===== config.mk =====
export PLATFORM = sky130hd
export DESIGN_NAME = count_down
export DESIGN_NICKNAME = d
export VERILOG_FILES = /design/src/rtl/count_down_pkg.sv /design/src/rtl/count_down.sv
export SDC_FILE = /design/constraint.sdc
export NUM_CORES = 1
export LEC_CHECK = 0
export CORE_MARGIN = 4
export CORE_UTILIZATION = 45
export DETAILED_ROUTE_END_ITERATION = 12
export PLACE_DENSITY = 0.75
export SETUP_SLACK_MARGIN = 0.2
export SYNTH_ARGS = -nofsm -noshare
export SYNTH_HDL_FRONTEND = slang
export SYNTH_SLANG_ARGS = --single-unit

===== constraint.sdc =====
create_clock -name clk -period 2.21 [get_ports clk]
set_clock_uncertainty 0.2 [all_clocks]
set_input_delay 0.442 -clock clk [delete_from_list [all_inputs] [get_ports clk]]
set_output_delay 0.442 -clock clk [all_outputs]
set_load 0.02 [all_outputs]

===== src/rtl/count_down_pkg.sv =====
// count_down_pkg
// Shared definitions for the loadable down-counter/timer.
//   state_t     : controller states (IDLE, RUN, DONE)
//   COUNT_WIDTH : default counter width, shared with the loadable up-counter
package count_down_pkg;

    localparam int COUNT_WIDTH = 4;

    typedef enum logic [1:0] {
        IDLE = 2'd0,
        RUN  = 2'd1,
        DONE = 2'd2
    } state_t;

endpackage : count_down_pkg


===== src/rtl/count_down.sv =====
// count_down
// Loadable down-counter/timer. Loads a start value, counts toward zero while
// enabled and pulses tc for one cycle at terminal count. In periodic mode
// (auto_reload=1) the last loaded value is reloaded at terminal count, so the
// block acts as a tick generator with a period of the reload value in enabled
// cycles.
//
// Ports:
//   clk         in   rising-edge clock
//   rst         in   synchronous reset, active-high
//   din         in   start value, sampled when load=1
//   load        in   load din into count and reload register (any state)
//   en          in   count enable, decrement while running
//   auto_reload in   1 = periodic, 0 = one-shot; sampled at the count==1 step
//   count       out  current counter value
//   tc          out  terminal-count pulse, one cycle wide
//   busy        out  high while in RUN
//   state_o     out  current controller state, for observation
//
// Handshake: there is no valid/ready pair. load and en are level qualifiers
// sampled at every rising edge, priority rst > load > count step; all
// outputs are registers or decoded from the registered state.
module count_down
    import count_down_pkg::*;
#(
    parameter int WIDTH = COUNT_WIDTH
) (
    input  logic             clk,
    input  logic             rst,
    input  logic [WIDTH-1:0] din,
    input  logic             load,
    input  logic             en,
    input  logic             auto_reload,
    output logic [WIDTH-1:0] count,
    output logic             tc,
    output logic             busy,
    output state_t           state_o
);

    localparam logic [WIDTH-1:0] ONE  = WIDTH'(1);
    localparam logic [WIDTH-1:0] ZERO = '0;

    state_t           state_q,  state_d;
    logic [WIDTH-1:0] count_q,  count_d;
    logic [WIDTH-1:0] reload_q, reload_d;
    logic             tc_q,     tc_d;

    // Next-state and datapath. tc defaults low so it can only ever be a
    // single-cycle pulse unless a terminal step repeats every cycle.
    always_comb begin
        state_d  = state_q;
        count_d  = count_q;
        reload_d = reload_q;
        tc_d     = 1'b0;

        if (load) begin
            count_d  = din;
            reload_d = din;
            // A zero load has nothing to count, so stay idle and never pulse.
            state_d  = (din != ZERO) ? RUN : IDLE;
        end else begin
            case (state_q)
                RUN: begin
                    if (en) begin
                        if (count_q == ONE) begin
                            tc_d = 1'b1;
                            if (auto_reload) begin
                                // Periodic: jump straight to the reload value,
                                // count never shows zero.
                                count_d = reload_q;
                            end else begin
                                count_d = ZERO;
                                state_d = DONE;
                            end
                        end else if (count_q != ZERO) begin
                            // Zero is unreachable in RUN; the guard keeps the
                            // counter from ever wrapping to all-ones.
                            count_d = count_q - ONE;
                        end
                    end
                end
                IDLE, DONE: begin
                    // Parked until the next load.
                end
                default: begin
                    state_d = IDLE;
                end
            endcase
        end
    end

    always_ff @(posedge clk) begin
        if (rst) begin
            state_q  <= IDLE;
            count_q  <= ZERO;
            reload_q <= ZERO;
            tc_q     <= 1'b0;
        end else begin
            state_q  <= state_d;
            count_q  <= count_d;
            reload_q <= reload_d;
            tc_q     <= tc_d;
        end
    end

    assign count   = count_q;
    assign tc      = tc_q;
    assign busy    = (state_q == RUN);
    assign state_o = state_q;

endmodule : count_down

==> flow_metrics.env, run 1 <==
export IMPL_ios=17
export IMPL_rr_worst_depth=6
export IMPL_start_kind="register"
export IMPL_hp_class="reg -> reg"
export IMPL_worst_pin_slew_ns=0.2650
export IMPL_antenna_found_initial=0
export IMPL_power_density_mw_per_mm2=567.9
export IMPL_finalHoldViolations=0
export IMPL_outcome="finished, final reports clean"
export IMPL_cts_sinks=11
export IMPL_cp_slowest_cell="clkdlybuf4s50_1"
export IMPL_rsz0062_at_grt="false"
export IMPL_max_vdd_ir_drop_mv=0.3508
export IMPL_grt_pass1_wl_mm=2.470
export IMPL_crit_family="buffers and inverters"
export IMPL_maxSlewHeadroom_pct=82.10
export IMPL_cts_buffers=3
export IMPL_hold_depth=2
export IMPL_placedInstanceArea_um2=815.8
export IMPL_viasPerCell=5.655
export IMPL_drc=0
export IMPL_postSynthNetCount=90
export IMPL_die_w_um=45.62
export IMPL_insertion_delay_ns=0.26
export IMPL_first_global_vias=598
export IMPL_cp_max_fo=4
export IMPL_netlist_instances=78
export IMPL_path_clk_slew_ns=0.07
export IMPL_ys_seq_area_share_pct=34.58
export IMPL_die_h_um=45.62
export IMPL_place_congestion=0.7514
export IMPL_cp_num_cells=1
export IMPL_wl_per_cell_um=13.46
export IMPL_cts_hold_buf=0
export IMPL_ys_flop_type="dfxtp_1"
export IMPL_drt_antenna_violating_nets=0
export IMPL_first_pass_iters=4
export IMPL_cp_end_kind="primary output"
export IMPL_avgSynthCellArea_um2=8.165
export IMPL_crit_type="reg -> out"
export IMPL_cp_cell_sequence="clkdlybuf4s50_1"
export IMPL_syn_area_um2=636.9
export IMPL_die_area_mm2=0.002081
export IMPL_dp_hpwl_mm=1.172
export IMPL_async_flop_share_pct=0
export IMPL_rows=13
export IMPL_final_nets=111
export IMPL_dr_first_iter_drc_count=25
export IMPL_maxCapViolCount=0
export IMPL_ys_types=32
export IMPL_fin_crit_sh_pct=86.88
export IMPL_fmax_mhz=520.8
export IMPL_cts_tree="built"
export IMPL_cts_setup_buffers=0
export IMPL_core_area_mm2=0.001318
export IMPL_drv_slew=0
export IMPL_cp_required_ns=1.57
export IMPL_cpPeakStageDelay_ns=0.63
export IMPL_initial_utilization_pct=48.34
export IMPL_fin_area_um2=842.1
export IMPL_fin_crit_ns=1.920
export IMPL_clock_path_buffers=2
export IMPL_yosysWarningCount=0
export IMPL_overflow=0
export IMPL_syn_to_final_growth_pct=32.22
export IMPL_ys_ff_latch=11
export IMPL_synth_edf_count=0
export IMPL_drive_above_1_share_pct=15.31
export IMPL_wirelength_mm=1.521
export IMPL_setup_tns_ns=0
export IMPL_vias=639
export IMPL_setup_violations=0
export IMPL_crit_buf_inv=1
export IMPL_htree_levels=1
export IMPL_critPathArrivalTime_ns=1.28
export IMPL_grt_max_degree=10
export IMPL_p_leak_nw=0.3224
export IMPL_r2r_slack_ns=0.39
export IMPL_port_buffers=16
export IMPL_grt_util_all_layers_pct=16.25
export IMPL_clockRootBuffer="clkbuf_4"
export IMPL_n_antenna_cell=0
cell usage in the layout, fill, tap and decap left out, drive strengths merged, types with 2 or more instances in the layout:
master	n
dfxtp	11
a211oi	2
or2	2
buf	3
dlygate4sd2	3
a21oi	9
nor3	2
o32ai	4
nor2b	3
nor2	8
o21ai	2
nand2	11
inv	4
clkbuf	4
ha	3
clkdlybuf4s50	13
cells in the mapped netlist, types with 2 or more instances:
| cell | count | area [um^2] |
|---|---|---|
| a211oi_1 | 2 | 15.01 |
| a21oi_1 | 9 | 45.04 |
| dfxtp_1 | 11 | 220.2 |
| ha_1 | 3 | 37.54 |
| inv_1 | 4 | 15.01 |
| nand2_1 | 11 | 41.29 |
| nor2_1 | 7 | 26.28 |
| nor2b_1 | 2 | 12.51 |
| nor3_1 | 2 | 10.01 |
| o21ai_0 | 2 | 10.01 |
| o32ai_1 | 4 | 35.03 |
flip-flops by register name, indices dropped and copies added (netlist names):
register	flops
count	4
tc	1
state_o	2
reload_q	4
area by class of cell:
class                           count  area (um^2)
Fill cell                         133        475.5
Multi-Input combinational cell     60        381.6
Sequential cell                    11        221.5
Timing Repair Buffer               19        178.9
Clock buffer                        4        26.28
Tap cell                           15        18.77
Inverter                            4        15.01
power by group:
group	leakage (nW)	internal (mW)	switching [mW]
clock network	0.0150	0.0697	0.0646
logic	0.217	0.0579	0.0650
registers	0.0909	0.210	0.0114
layer usage:
layer,GRT usage (%),vias up,share of wire [%]
li1,-,320,-
met1,20.76,293,45
met2,26.74,24,49
met3,2.372,2,5.8
met4,7.018,0,0.66
met5,0,-,0
per-stage QoR:
stage               power [mW]  util (%)  hold WS (ns)  setup slack (ns)  instances
floorplan               0.2995         -        0.2320            0.3315         78
global placement        0.3472     61.92        0.2415            0.2163        109
detailed placement      0.3494     61.92        0.2702            0.2116        109
CTS                     0.4815     63.63        0.2816            0.2945        113
global route            0.5116     63.91        0.3127            0.2259        113
finish                  0.4782     63.91        0.2825            0.2899        113
worst paths after layout:
check,startpoint,endpoint
worst max-delay path,state_o[0],state_o[0]
worst min-delay path,reload_q[3],reload_q[3]
worst min register to register,reload_q[3],reload_q[3]
worst max register to register,count[1],count[0]
what timing repair did:
action | in CTS | in global routing
cloned | 0 | 0
endpoints found under the setup margin | 3 | 2
resized for setup | 3 | 2
cells by family (layout without fill, tap and decap cells):
group | after synthesis | count (layout) | synth area share [%]
muxes | 1 | 1 | 1.572
AOI/OAI and AO/OA | 22 | 22 | 22.99
and+or+nand+nor | 34 | 34 | 29.08
adders and majority gates | 3 | 3 | 5.895
DFF | 11 | 11 | 34.58
buffers and inverters | 7 | 27 | 5.893
(Power assumes the default switching activity.)
==> run 2, diff against run 1 <==
- ABC_CLOCK_PERIOD_IN_PS: not set -> 2210
==> results of run 2 <==
Same layout as run 1: the final DEF is identical, and so are final timing and power.
